$ cat config.mk
export PLATFORM = sky130hd
export DESIGN_NAME = quick_spi_master
export DESIGN_NICKNAME = d
export VERILOG_FILES = /design/src/rtl/quick_spi_master_pkg.sv /design/src/rtl/quick_spi_reorder.sv /design/src/rtl/quick_spi_master.sv
export SDC_FILE = /design/constraint.sdc
export NUM_CORES = 1
export LEC_CHECK = 0
export ABC_CLOCK_PERIOD_IN_PS = 2300
export CAP_MARGIN = 20
export CELL_PAD_IN_SITES_DETAIL_PLACEMENT = 0
export CELL_PAD_IN_SITES_GLOBAL_PLACEMENT = 1
export CORE_MARGIN = 3
export CORE_UTILIZATION = 42
export DETAILED_ROUTE_END_ITERATION = 6
export PLACE_DENSITY_LB_ADDON = 0.1
export SLEW_MARGIN = 5
export SYNTH_ARGS = -nofsm -noshare
export SYNTH_HDL_FRONTEND = slang
export SYNTH_SLANG_ARGS = --single-unit
export TNS_END_PERCENT = 50
$ cat constraint.sdc
create_clock -name clk -period 2.3 [get_ports clk]
set_input_delay 0.575 -clock clk [delete_from_list [all_inputs] [get_ports clk]]
set_output_delay 0.575 -clock clk [all_outputs]
set_load 0.01 [all_outputs]
$ cat src/rtl/quick_spi_master_pkg.sv
// Shared types and ordering constants for the quick SPI master and its reorder helper.
package quick_spi_master_pkg;

  typedef enum logic [2:0] {
    ST_IDLE,
    ST_WRITE,
    ST_WRITE_TAIL,
    ST_READ_GAP,
    ST_READ,
    ST_DONE
  } spi_state_e;

  localparam int BYTE_ORDER_LE = 0;
  localparam int BYTE_ORDER_BE = 1;
  localparam int BIT_ORDER_MSB = 0;
  localparam int BIT_ORDER_LSB = 1;

  function automatic int max_int(input int a, input int b);
    return (a > b) ? a : b;
  endfunction

endpackage

$ cat src/rtl/quick_spi_reorder.sv
// Maps a data word to wire order (bit [WIDTH-1] travels first) or back again;
// the mapping is its own inverse, so one block serves both tx and rx.
module quick_spi_reorder
  import quick_spi_master_pkg::*;
#(
  parameter int WIDTH       = 16,
  parameter int BYTES_ORDER = BYTE_ORDER_LE,
  parameter int BITS_ORDER  = BIT_ORDER_LSB
) (
  input  logic [WIDTH-1:0] data_i,
  output logic [WIDTH-1:0] data_o
);
  localparam int NB = WIDTH / 8;

  for (genvar k = 0; k < NB; k++) begin : g_byte
    // Wire slot k (k = 0 sent first) lives in the top byte of data_o.
    localparam int SRC = (BYTES_ORDER == BYTE_ORDER_LE) ? k : NB - 1 - k;
    for (genvar b = 0; b < 8; b++) begin : g_bit
      localparam int SB = (BITS_ORDER == BIT_ORDER_LSB) ? 7 - b : b;
      assign data_o[(NB - 1 - k) * 8 + b] = data_i[SRC * 8 + SB];
    end
  end

endmodule

$ cat src/rtl/quick_spi_master.sv
// Parameterised SPI master: serialises a write word and optionally reads a reply word.
// sclk runs at clk/2; each clk in an active state is one sclk toggle.
module quick_spi_master
  import quick_spi_master_pkg::*;
#(
  parameter int INCOMING_DATA_WIDTH      = 8,
  parameter int OUTGOING_DATA_WIDTH      = 16,
  parameter int CPOL                     = 0,
  parameter int CPHA                     = 0,
  parameter int EXTRA_WRITE_SCLK_TOGGLES = 6,
  parameter int EXTRA_READ_SCLK_TOGGLES  = 4,
  parameter int BYTES_ORDER              = BYTE_ORDER_LE,
  parameter int BITS_ORDER               = BIT_ORDER_LSB,
  parameter int NUMBER_OF_SLAVES         = 2
) (
  input  logic                           clk,
  input  logic                           reset,
  input  logic                           enable,
  input  logic                           start_transaction,
  input  logic [NUMBER_OF_SLAVES-1:0]    slave,
  input  logic                           operation,
  output logic                           end_of_transaction,
  output logic [INCOMING_DATA_WIDTH-1:0] incoming_data,
  input  logic [OUTGOING_DATA_WIDTH-1:0] outgoing_data,
  output logic                           mosi,
  input  logic                           miso,
  output logic                           sclk,
  output logic [NUMBER_OF_SLAVES-1:0]    ss_n
);
  localparam int IDW     = INCOMING_DATA_WIDTH;
  localparam int ODW     = OUTGOING_DATA_WIDTH;
  localparam int MAX_TGL = max_int(max_int(2 * ODW, 2 * IDW),
                                   max_int(EXTRA_WRITE_SCLK_TOGGLES, EXTRA_READ_SCLK_TOGGLES));
  localparam int CNT_W   = $clog2(MAX_TGL + 1);

  localparam logic [CNT_W-1:0] WR_TGL = CNT_W'(2 * ODW);
  localparam logic [CNT_W-1:0] RD_TGL = CNT_W'(2 * IDW);
  localparam logic [CNT_W-1:0] WT_TGL = CNT_W'(EXTRA_WRITE_SCLK_TOGGLES);
  localparam logic [CNT_W-1:0] RG_TGL = CNT_W'(EXTRA_READ_SCLK_TOGGLES);
  localparam logic IDLE_SCLK      = (CPOL != 0);
  localparam logic SAMPLE_ON_LEAD = (CPHA == 0);

  spi_state_e                  state_q, state_d;
  logic [CNT_W-1:0]            cnt_q, cnt_d, tgl;
  logic [ODW-1:0]              tx_q, tx_d, tx_order;
  logic [IDW-1:0]              rx_q, rx_d, rx_shift, rx_src, rx_order, inc_q, inc_d;
  logic [NUMBER_OF_SLAVES-1:0] ss_n_q, ss_n_d;
  logic op_q, op_d, sclk_q, sclk_d, mosi_q, mosi_d, eot_q, eot_d;
  logic leading, shift_now, sample_now, finish;

  quick_spi_reorder #(
    .WIDTH      (ODW),
    .BYTES_ORDER(BYTES_ORDER),
    .BITS_ORDER (BITS_ORDER)
  ) u_tx_reorder (
    .data_i(outgoing_data),
    .data_o(tx_order)
  );

  quick_spi_reorder #(
    .WIDTH      (IDW),
    .BYTES_ORDER(BYTES_ORDER),
    .BITS_ORDER (BITS_ORDER)
  ) u_rx_reorder (
    .data_i(rx_src),
    .data_o(rx_order)
  );

  // tgl is the 1-based number of the toggle produced at the coming edge; odd = leading.
  assign tgl        = cnt_q + CNT_W'(1);
  assign leading    = tgl[0];
  assign shift_now  = SAMPLE_ON_LEAD ? !leading : (leading && (tgl != CNT_W'(1)));
  assign sample_now = (leading == SAMPLE_ON_LEAD);
  assign rx_shift   = {rx_q[IDW-2:0], miso};
  // With CPHA=1 the final sample lands on the closing edge itself.
  assign rx_src     = SAMPLE_ON_LEAD ? rx_q : rx_shift;

  always_comb begin
    state_d = state_q;
    cnt_d   = cnt_q;
    tx_d    = tx_q;
    rx_d    = rx_q;
    op_d    = op_q;
    sclk_d  = sclk_q;
    mosi_d  = mosi_q;
    ss_n_d  = ss_n_q;
    eot_d   = 1'b0;
    inc_d   = inc_q;
    finish  = 1'b0;

    if (state_q != ST_IDLE && state_q != ST_DONE) begin
      sclk_d = ~sclk_q;
      cnt_d  = tgl;
    end

    case (state_q)
      ST_IDLE: begin
        sclk_d = IDLE_SCLK;
        mosi_d = 1'b0;
        ss_n_d = '1;
        cnt_d  = '0;
        if (enable && start_transaction) begin
          state_d = ST_WRITE;
          tx_d    = tx_order << 1;
          mosi_d  = tx_order[ODW-1];
          ss_n_d  = ~slave;
          op_d    = operation;
        end
      end
      ST_WRITE: begin
        if (shift_now) begin
          mosi_d = tx_q[ODW-1];
          tx_d   = tx_q << 1;
        end
        if (tgl == WR_TGL) begin
          cnt_d  = '0;
          mosi_d = 1'b0;
          if (op_q)                state_d = (RG_TGL == '0) ? ST_READ : ST_READ_GAP;
          else if (WT_TGL == '0)   finish  = 1'b1;
          else                     state_d = ST_WRITE_TAIL;
        end
      end
      ST_WRITE_TAIL: begin
        if (tgl == WT_TGL) finish = 1'b1;
      end
      ST_READ_GAP: begin
        if (tgl == RG_TGL) begin
          cnt_d   = '0;
          state_d = ST_READ;
        end
      end
      ST_READ: begin
        if (sample_now) rx_d = rx_shift;
        if (tgl == RD_TGL) begin
          inc_d  = rx_order;
          finish = 1'b1;
        end
      end
      ST_DONE: begin
        state_d = ST_IDLE;
        sclk_d  = IDLE_SCLK;
        ss_n_d  = '1;
        mosi_d  = 1'b0;
      end
      default: state_d = ST_IDLE;
    endcase

    if (finish) begin
      state_d = ST_DONE;
      cnt_d   = '0;
      ss_n_d  = '1;
      mosi_d  = 1'b0;
      eot_d   = 1'b1;
    end
  end

  always_ff @(posedge clk) begin
    if (reset) begin
      state_q <= ST_IDLE;
      cnt_q   <= '0;
      sclk_q  <= IDLE_SCLK;
      mosi_q  <= 1'b0;
      ss_n_q  <= '1;
      eot_q   <= 1'b0;
      inc_q   <= '0;
    end else begin
      state_q <= state_d;
      cnt_q   <= cnt_d;
      sclk_q  <= sclk_d;
      mosi_q  <= mosi_d;
      ss_n_q  <= ss_n_d;
      eot_q   <= eot_d;
      inc_q   <= inc_d;
    end
  end

  // Shift registers and the captured opcode are only meaningful once loaded.
  always_ff @(posedge clk) begin
    tx_q <= tx_d;
    rx_q <= rx_d;
    op_q <= op_d;
  end

  assign end_of_transaction = eot_q;
  assign incoming_data      = inc_q;
  assign mosi               = mosi_q;
  assign sclk               = sclk_q;
  assign ss_n               = ss_n_q;

endmodule

# Word level (Yosys, flattened, before mapping)
# Index checks and enable logic that the tools add are counted.
# totals
ff_bits,47
latch_bits,0
ram_bits,0
rom_bits,0
out_inout_bits,13
word_cells,74
memories,0
# classes
add_sub_neg,1
n_mul,0
n_div,0
n_lt_le_gt_ge,0
eq_ne,19
shift,0
mux,23
bitwise,3
reduce_logical,17
# op_table
operator,count
$mux W16,2
$pmux W16 S2,1
$mux W6,3
$pmux W6 S3,1
$ne A3 B3 Y1 const B,5
$eq A6 B3 Y1 const B,2
$mux W3,4
$pmux W3 S4,1
$ne A2 B2 Y1 const B,4
$reduce_and A2 Y1,4
$reduce_and A4 Y1,2
$mux W1,7
$add A6 B1 Y6 const B,1
$eq A3 B2 Y1 const B,2
$eq A3 B3 Y1 const B,2
$eq A6 B5 Y1 const B,1
$eq A6 B6 Y1 const B,1
$reduce_bool A3 Y1,2
$pmux W2 S2,1
$reduce_bool A2 Y1,2
$reduce_or A2 Y1,2
$eq A3 B1 Y1 const B,1
$logic_not A3 Y1,1
$pmux W1 S3,1
other kinds (8),10

# Longest topological paths before layout
# depth
ltp_word,6
depth_mapped,8

# Cells and area by module
# A second synthesis with hierarchy kept.
# unflattened
hier_cells,219
area_unflattened_um2,2414.8
# modules_own_cells
mod,instances,cells_each,area_per_inst_um2,seq_area_each_um2
quick_spi_master,1,195,2234.6,1161.1
quick_spi_reorder (u_tx_reorder),1,16,120.1,0.0
quick_spi_reorder (u_rx_reorder),1,8,60.1,0.0

# Worst setup path after synthesis
# Ideal clock, no wire load.
# synth_timing
kind,register -> register
from,register state_q[0]
to,"register tx_q[10], enable pin"
t_arrival_ps,1503
path_slack_ps,435
stages_incl_launch_ff,6
n_path_buf,2
synth_period_minus_slack_ps,1865
path_cell_list,dfxtp_1 -> buf_2 -> nand2b_1 -> nor2_2 -> buf_4 -> a21o_1
# synth_between
elab_chain_cells,3
word_cells_on_any_way,6
classes_between,eq/ne (3); reduce/logical (3)
# synth_lines
element,line,text
from (decl),quick_spi_master.sv:43,"spi_state_e state_q, state_d;"
from (signal assigned),quick_spi_master.sv:167,state_q <= state_d;
$eq A3 B1 Y1 or $logic_not A3 Y1 (tied branches),quick_spi_master.sv:96,case (state_q)
$ne A2 B2 Y1 (no line) or $reduce_bool A2 Y1 (tied branches),n/a,
$reduce_and A3 Y1 (no line) *,n/a,
to (signal assigned),quick_spi_master.sv:179,tx_q <= tx_d;
to (decl),quick_spi_master.sv:45,"logic [ODW-1:0] tx_q, tx_d, tx_order;"
# Mark *: on every way between the ends. The rest lies on a longest branch, timed or not.
# A chain may end at the register's enable or synchronous reset.

# Worst setup path after layout
# layout_timing
from,register cnt_q[1]
to,register inc_q[5] (netlist: incoming_data[5])
# layout_between
elab_chain_cells,3
# layout_lines
element,line,text
from (decl),quick_spi_master.sv:44,"logic [CNT_W-1:0] cnt_q, cnt_d, tgl;"
from (signal assigned),quick_spi_master.sv:168,cnt_q <= cnt_d;
$add A6 B1 Y6,quick_spi_master.sv:70,assign tgl = cnt_q + CNT_W'(1);
$eq A6 B5 Y1,quick_spi_master.sv:134,if (tgl == RD_TGL) begin
$reduce_and A2 Y1 (no line),n/a,
to (signal assigned),quick_spi_master.sv:173,inc_q <= inc_d;
to (decl),quick_spi_master.sv:46,"logic [IDW-1:0] rx_q, rx_d, rx_shift, rx_src, rx_order, inc_q, inc_d;"
# No other way between the ends.

==> results.md <==
- Mapped Cells: 197
- FF+latch area: 1160 sq um
- Fillers: 446
- DR vias: 1,589
- Syn nets: 224
- DIE AREA: 6310 sq um
- CTS Buf Count: 5
- Peak VDD IR: 466 uV
- Post-synth cell types: 49
- WL final: 4550 um
- Die width: 79.4 um
- Post-synthesis adder-cell area fraction: 0.0166
- Nets: 265
- Max clock buf depth: 2
- RSZ-0062 raised after global routing: no
- Final-report hold violation count: 0
- Pre-antenna DRT Iters: 4
- Routed WL per cell: 14.7 um
- Mapped Area: 2260 sq um
- CP Data Required Time: 2.50 ns
- Async SR Flop Fraction: 0
- Largest family of logic cells by synthesized area: simple AND/OR/NAND/NOR gates
- Layout cells sized above 1: 0.197
- Dpl cells: 301
- Routed Antenna Nets: 0
- Vias in the first global route: 1,638
- Site Rows: 26
- Die height: 79.4 um
- Slew headroom: 0.610
- Ant diodes: 0
- Setup TNS: 0 ns
- First-pass GRT wire length: 7600 um
- Final Instance Area: 2800 sq um
- XOR/XNOR share of the synthesized area: 0.0310
- Post-synthesis mux area share: 0.105
- Pwr/cell area: 554 nW/um^2
- Final min period: 1.90 ns
- Leak: 1.01 nW
- Post-cts sizing count: 0
- Largest net degree at the start of global routing: 18
- # IOs: 37
- Period utilization: 0.827
- Pins Over Slew Limit: 0
- CTS tree: done
- WS Path Type: register to register
- Iter 0 DRT Violations: 98
- Avg Cell Area, Syn: 11.5 sq um
- GRT Total Usage: 0.156
- IO Port Bufs: 36
- Final setup viols: 0
- Clk sinks: 46
- Pwr Total: 1.55 mW
- Yosys reg bits: 46
- DP HPWL: 3270 um
- Fmax: 526 MHz
- Max_cap viols: 0
- Hold Crit Class: register to register
- Vias per cell: 5.14
- Placement Cell Area: 2720 sq um
- Fin cells: 309
- Synth Area in Simple Gates: 0.193
- Root Driver: clkbuf_8
- Post-synth EDFFs: 24
- Grt total ovfl: 0
- Skew-Pair Late Insertion Delay: 0.30 ns
- Crit start category: register
- Std-Cell Core Area: 5170 sq um
- CP Data Arrival Time: 2.10 ns
- Status: finished clean
- Clock skew: 0.00854 ns
- Compound-Gate Fraction of Synth Area: 0.104
- Area Overhead vs Synth: 23.7%
- Critical path capture point type: register
- Multi-input logic area: 1020 sq um
- Initial antenna violation count: 0
- Yosys Warn Count: 0
- Setup Buffers After CTS: 0
- H-tree depth: 2
- Initial Utilization: 0.438
- CP max FO: 10
- Clk pin slew, worst setup/hold paths: 0.08 ns
- Placer Congestion: 0.837
- Hold buffers post-CTS: 0
- Ys flop type: edfxtp_1
- Post-synthesis sequential area ratio: 0.513
- Post-route DRC: 0
- Pin slew with the least headroom to its limit: 0.581 ns
[power breakdown]
group / internal (mW) / leakage [nW] / switching (mW) / total [mW]
clock: 0.215 / 0.0385 / 0.265 / 0.480
sequential: 0.890 / 0.399 / 0.0141 / 0.904
combinational: 0.0943 / 0.577 / 0.0717 / 0.166
[state kept, by name (all words and copies together), names as in the netlist]
name and flops:
incoming_data 8, op_q 1, mosi 1, tx_q 15, ss_n 2, state_q 3
cnt_q 6, sclk 1, end_of_transaction 1, rx_q 8
[per-layer routing]
metal | track usage | up-vias | part of all wire
met2 | 0.263 | 36 | 0.50
li1 | - | 792 | -
met4 | 0.0515 | 0 | 0.0099
met1 | 0.193 | 755 | 0.44
met5 | 0 | - | 0
met3 | 0.0429 | 6 | 0.047
[cell usage after synthesis, types with 3 or more instances]
| cell | n | area [sq um] |
|---|---|---|
| nand2_1 | 9 | 33.8 |
| dfxtp_1 | 22 | 440 |
| nand3_2 | 3 | 30.0 |
| ha_1 | 3 | 37.5 |
| o21ai_0 | 4 | 20.0 |
| xor2_1 | 6 | 52.6 |
| a31oi_1 | 3 | 18.8 |
| nand2b_1 | 4 | 25.0 |
| mux2i_1 | 8 | 80.1 |
| edfxtp_1 | 24 | 721 |
| nor2b_1 | 7 | 43.8 |
| mux2_2 | 14 | 158 |
| nand3_1 | 4 | 20.0 |
| nand3b_1 | 3 | 22.5 |
| nand4_1 | 3 | 18.8 |
| nor2_1 | 20 | 75.1 |
| buf_2 | 5 | 25.0 |
| buf_4 | 6 | 45.0 |
| nor3_1 | 9 | 45.0 |
| a21oi_1 | 3 | 15.0 |
[path summary, 6_finish.rpt]
kind	startpoint	endpoint	slack, ns	cells past startpoint
min reg2reg	sclk	sclk	0.43	1
max	cnt_q[1]	incoming_data[5]	0.40	8
min	sclk	sclk	0.43	1
max reg2reg	cnt_q[1]	incoming_data[5]	0.40	8
[per-stage QoR]
step | hold slack (ns) | worst slack, ns | utilization
after floorplan | 0.426 | 0.435 | -
after detailed placement | 0.419 | 0.317 | 0.525
after CTS | 0.444 | 0.393 | 0.541
after global routing | 0.469 | 0.241 | 0.541
after global placement | 0.412 | 0.343 | 0.525
final | 0.434 | 0.399 | 0.541
[critical path, cell delays in order, from the launching register on]
cell	delay (ns)
dfxtp_1	0.35
ha_1	0.30
and2_1	0.21
a21oi_2	0.08
o22ai_4	0.24
nand4_2	0.17
buf_4	0.22
mux2i_1	0.18
nor2_1	0.05
[cells in the final DEF, fill, tap and decap left out, types with 3 or more instances in the layout]
master / count
clkdlybuf4s50_1: 36
edfxtp_1: 24
dfxtp_1: 22
nor2_1: 20
mux2_2: 14
buf_4: 11
nand2_1: 9
nor3_1: 9
mux2i_1: 8
nor2b_1: 7
xor2_1: 6
clkbuf_8: 5
nand2b_1: 4
o21ai_0: 4
nand3_1: 4
nand3_2: 3
nand3b_1: 3
a21oi_1: 3
a31oi_1: 3
nand4_1: 3
ha_1: 3
[logic make-up (layout without fill, tap and decap cells)]
| logic type | after synthesis | in the layout |
|---|---|---|
| DFF | 46 | 46 |
| xor gates and xnor gates | 8 | 8 |
| and+or+nand+nor | 76 | 76 |
| AOI/OAI and AO/OA | 27 | 27 |
| buffers and inverters | 15 | 57 |
| muxes | 22 | 22 |
| adders and majority gates | 3 | 3 |
[final cells by class]
cell class / instances / area share
clock buffer: 7 / 0.0273
clock inverter: 1 / 0.00268
inverter: 2 / 0.00268
multi-input combinational: 136 / 0.363
sequential: 46 / 0.415
tap: 70 / 0.0313
timing repair buffer: 47 / 0.158
(Power assumes the default switching activity.)
